[src/rtl/half_adder_pkg.sv]
// Shared types and limits for the registered half adder.
// Imported by the cell and the top.
package half_adder_pkg;

  localparam int HA_MAX_WIDTH = 64;

  typedef struct packed {
    logic c;
    logic s;
  } ha_result_t;

  function automatic ha_result_t ha_add(
    input logic a,
    input logic b
  );
    ha_result_t r;
    r.c = a & b;
    r.s = a ^ b;
    return r;
  endfunction

endpackage

[src/rtl/half_adder_cell.sv]
// One-bit combinational half adder.
// {c, s} = a + b.
module half_adder_cell
  import half_adder_pkg::*;
(
  input  logic a,
  input  logic b,
  output logic s,
  output logic c
);

  ha_result_t res;

  assign res = ha_add(a, b);
  assign s   = res.s;
  assign c   = res.c;

endmodule

[src/rtl/half_adder_sync.sv]
// WIDTH-lane half adder with registered sum/carry,
// a valid flag and a registered carry OR-reduction.
module half_adder_sync
  import half_adder_pkg::*;
#(
  parameter int WIDTH = 1
) (
  input  logic             clk,
  input  logic             rst,
  input  logic [WIDTH-1:0] a,
  input  logic [WIDTH-1:0] b,
  input  logic             in_valid,
  output logic [WIDTH-1:0] s,
  output logic [WIDTH-1:0] c,
  output logic             out_valid,
  output logic             any_carry
);

  if (WIDTH < 1 || WIDTH > HA_MAX_WIDTH) begin : g_bad_width
    $error("half_adder_sync: WIDTH out of range");
  end

  logic [WIDTH-1:0] sum_w;
  logic [WIDTH-1:0] carry_w;

  for (genvar i = 0; i < WIDTH; i++) begin : g_lane
    half_adder_cell u_cell (
      .a (a[i]),
      .b (b[i]),
      .s (sum_w[i]),
      .c (carry_w[i])
    );
  end

  // Data regs load only on valid so X operands on idle cycles never land.
  always_ff @(posedge clk) begin
    if (rst) begin
      s         <= '0;
      c         <= '0;
      any_carry <= 1'b0;
      out_valid <= 1'b0;
    end else begin
      out_valid <= in_valid;
      if (in_valid) begin
        s         <= sum_w;
        c         <= carry_w;
        any_carry <= |carry_w;
      end
    end
  end

endmodule

[config.mk]
export PLATFORM = sky130hd
export DESIGN_NAME = half_adder_sync
export DESIGN_NICKNAME = d
export VERILOG_FILES = /design/src/rtl/half_adder_pkg.sv /design/src/rtl/half_adder_cell.sv /design/src/rtl/half_adder_sync.sv
export SDC_FILE = /design/constraint.sdc
export NUM_CORES = 1
export LEC_CHECK = 0
export ABC_AREA = 0
export BUFFER_PORTS_ARGS = -buffer_cell sky130_fd_sc_hd__buf_2
export CAP_MARGIN = 10
export CORE_AREA = 5 5 42 44
export DETAILED_ROUTE_END_ITERATION = 12
export DIE_AREA = 0 0 47 49
export GPL_ROUTABILITY_DRIVEN = 0
export HOLD_SLACK_MARGIN = 0.06
export SLEW_MARGIN = 20
export SYNTH_ARGS = -nofsm -noshare
export SYNTH_HDL_FRONTEND = slang
export SYNTH_HIERARCHICAL = 1
export SYNTH_SLANG_ARGS = --single-unit
export TNS_END_PERCENT = 5
[constraint.sdc]
create_clock -name clk -period 0.8 [get_ports clk]
set_input_delay 0 -clock clk [delete_from_list [all_inputs] [get_ports clk]]
set_output_delay 0 -clock clk [all_outputs]
set_load 0.05 [all_outputs]
Word level (Yosys, flattened, before mapping):

Cells that the tools add are included.

* flip-flop bits (word level): 3
* bits of input ports: 5
* output and inout port bits: 4
* word-level logic and storage cells: 5

* bitwise logic cells: 2

Operator list (number)
* $and A1 B1 Y1: 1
* $xor A1 B1 Y1: 1

Depth between registers and ports, before layout:

* depth in word-level cells: 1
* mapped depth: 3
* mapped depth without buffers: 3

Cells and area by module:

The synthesis kept the hierarchy.

Modules (own cells, without submodules)
* half_adder_sync: instances 1, cells each 9, area each 101.3 um2, seq. area each 60.1 um2
* half_adder_cell: instances 1, cells each 1, area each 12.5 um2, seq. area each 0.0 um2

Worst setup path after synthesis:

No wires, ideal clock.

* kind: flip-flop to output port
* start: register c
* end: output c
* arrival: 0.912 ns
* path slack: -0.112 ns
* stages on the path, launching flop included: 2
* path through: dfxtp_1 > buf_4

RTL lines
* start, declared: RTL line half_adder_sync.sv:14 `output logic [WIDTH-1:0] c,`
* start signal, assigned: RTL line half_adder_sync.sv:46 `c <= carry_w;`

No word-level cell between the ends.

Worst setup path after layout:

* start: register c
* end: output c

No word-level cell between the ends.

==> summary.md <==
| Metric | Value |
|---|---|
| Top_reg_cell synth | `dfxtp_1` |
| FP Rows | `14` |
| CTS Buf Count | `3` |
| Final Critical Period | `0.762 ns` |
| Drt pass-1 iters | `2` |
| Outcome | `completed` |
| Ant diodes | `0` |
| Max_cap viols | `0` |
| Initial DRC count | `2` |
| Vias in the first global route | `between 100 and 150` |
| Slowest cell on crit path | `dfxtp_2` |
| F_max | `1310 MHz` |
| Final #Nets | `30` |
| Setup-failing EPs final | `0` |
| GRT Total Usage | `0.0380` |
| Critical path arrival | `0.76 ns` |
| Cell count after placement | `33` |
| Post-route cell area | `234 sq um` |
| RSZ-0062 raised after global routing | `true` |
| Critical path endpoint category | `primary output` |
| Crit-path cells | `buf_4` |
| Max Slew Vio Count | `0` |
| Sequential Power Share | `0.315` |
| Sequential-to-total area share from yosys stat | `0.527` |
| Die Area | `2300 sq um` |
| Placed instance area | `about 170 sq um` |
| WL final | `316 um` |
| Root Driver | `clkbuf_4` |
| Port Buf Inserts | `8` |
| Sw Share | `0.261` |
| Flops & latches, synth | `3` |
| Area grow syn2layout | `105%` |
| Post-synth ARST share | `0` |
| CP Launch Type | `flop` |
| Grt ovf | `0` |
| Critical Path RT | `0.80 ns` |
| Most common cell in the netlist | `dfxtp_1` |
| Worst hold path type | `in -> reg` |
| Cell family with most CP delay | `flip-flops` |
| Max FO, Critical Path | `3` |
| P_sw | `0.000137 W` |
| Io pins | `9` |
| Share of cells above drive strength 1 | `0.522` |
| Post-route insts no fill | `39` |
| First-pass GRT wire length | `531 um` |
| Cell variety after synth | `6` |
| Worst-margin pin slew | `0.119 ns` |
| Max-slew headroom | `0.918` |
| Starting Density | `0.0812` |
| Synth area leaders | `dfxtp_1 53%, mux2i_1 18%, ha_1 11%, buf_4 6.6%, nor2_1 6.6%` |
| Buf+Inv Stages, Crit Path | `1` |
| VDD IR max | `around 0.82 mV` |
| Clock transition at path regs | `0.04 ns` |
| Post-DRT Antenna Nets | `0` |
| Setup Buffers After CTS | `0` |
| Vias | `about 120` |
| Final worst path period share | `0.952` |
| Initial antenna violation count | `0` |
| Fin. Hold Viols | `0` |
| DR vias/cell | `slightly below 3` |
| Clock Power Share | `0.504` |
| Setup Skew | `0 ns` |
| Post-route DRC | `0` |
| Mapped Area | `~110 sq um` |
| H-Tree Level Count | `1` |
| Core area | `roughly 1400 sq um` |
| Max Root-Sink Buffers | `2` |
| Most common library cells after synthesis | `3 x dfxtp_1, 2 x mux2i_1, 2 x nor2_1` |
| Gate power share | `0.181` |
| Cell-internal power | `0.000387 W` |
| Die Ht | `49 um` |
| Largest area contributor in the netlist | `dfxtp_1` |
| Synth top area share | `0.527` |
| Mapped Cells | `10` |
| CTS sink cnt | `3` |
| Largest net degree at the start of global routing | `4` |
| Post-Syn Area per Cell | `11.4 sq um` |
| CP peak stage delay | `0.33 ns` |
| Number of synthesized flops with an enable pin | `0` |
| Core Util, Final | `0.167` |
| Pwr dens | `2240 nW/um^2` |
| DR WL/cell | `8.10 um` |
| Syn Nets | `16` |
| CTS tree | `done` |
| Leak pwr | `0.114 nW` |
| Clock Latency Late Sink | `0.23 ns` |
| Synth warnings | `6` |
| Die Wd | `approximately 47 um` |
| Kind of critical path | `reg -> out` |
==> layout make-up <==
cell class,count,area [sq um]
Clock buffer,4,26.3
Fill cell,167,1170
Multi-Input combinational cell,6,46.3
Sequential cell,3,61.3
Tap cell,16,20.0
Timing Repair Buffer,10,80.1
==> what timing repair did <==
item / CTS / global route
setup endpoints to repair: 3 / 5
resized for setup: 1 / 8
hold buffers: 2 / 0
gates cloned: 0 / 0
hold endpoints to repair: 3 / 0
==> flip-flops by register name, indices dropped and copies added, names as in the netlist <==
register   cells
c              1
out_valid      1
s              1
==> logic make-up after synthesis <==
family	Yosys count	share of synthesized area
flops	3	0.527
mux	2	0.176
simple gates	3	0.121
buf+inv	1	0.0660
fa+ha+maj	1	0.110
==> placed cells by master (no fill, tap or decap) <==
| cell type | synthesis | routed |
|---|---|---|
| clkbuf_4 | 0 | 3 |
| buf_2 | 0 | 3 |
| buf_4 | 1 | 3 |
| mux2i_1 | 2 | 2 |
| nor2_1 | 2 | 2 |
| dlygate4sd3_1 | 0 | 2 |
| buf_6 | 0 | 2 |
| dfxtp_1 | 3 | 2 |
| nor2b_1 | 1 | 1 |
| dfxtp_2 | 0 | 1 |
| clkbuf_1 | 0 | 1 |
| ha_1 | 1 | 1 |
==> path summary, 6_finish.rpt <==
path	from	to	slack [ns]	cells after the start
min	b	s	0.13	4
max reg2reg	s	s	0.20	2
max	c	c	0.04	1
min reg2reg	c	c	0.51	2
==> routing by layer <==
layer  up-vias  global-route usage  routed length [um]
met1        47              0.0396                 135
li1         58                   -                   -
met3         2              0.0443                  61
met5         -                   0                   0
met2         8              0.0339                 113
met4         0              0.0415                   6
==> worst reg2reg max path, cell delays in order, from the launching register on <==
cell and delay [ns]:
dfxtp_1 0.31, mux2i_1 0.13, nor2_1 0.05
==> per-stage QoR <==
| stage | setup slack, ns | power, W | hold slack [ns] | setup TNS, ns |
|---|---|---|---|---|
| final | 0.0384 | 0.000524 | 0.131 | 0 |
| after global routing | -0.00532 | 0.000569 | 0.177 | -0.00663 |
| after floorplan | -0.0820 | 0.000219 | 0.0650 | -0.0820 |
| after detailed placement | 0.130 | 0.000241 | 0.188 | 0 |
| after global placement | 0.130 | 0.000241 | 0.186 | 0 |
| after CTS | -0.0397 | 0.000531 | 0.119 | -0.0790 |
==> power groups by stage <==
stage / Combinational (W) / Clock, W / Sequential, W
after detailed placement: 0.0000756 / 0 / 0.000166
after CTS: 0.0000851 / 0.000282 / 0.000164
final: 0.0000947 / 0.000264 / 0.000165
after floorplan: 0.0000233 / 0 / 0.000196
after global placement: 0.0000757 / 0 / 0.000165
after global routing: 0.000101 / 0.000301 / 0.000166
(Power assumes the default switching activity.)
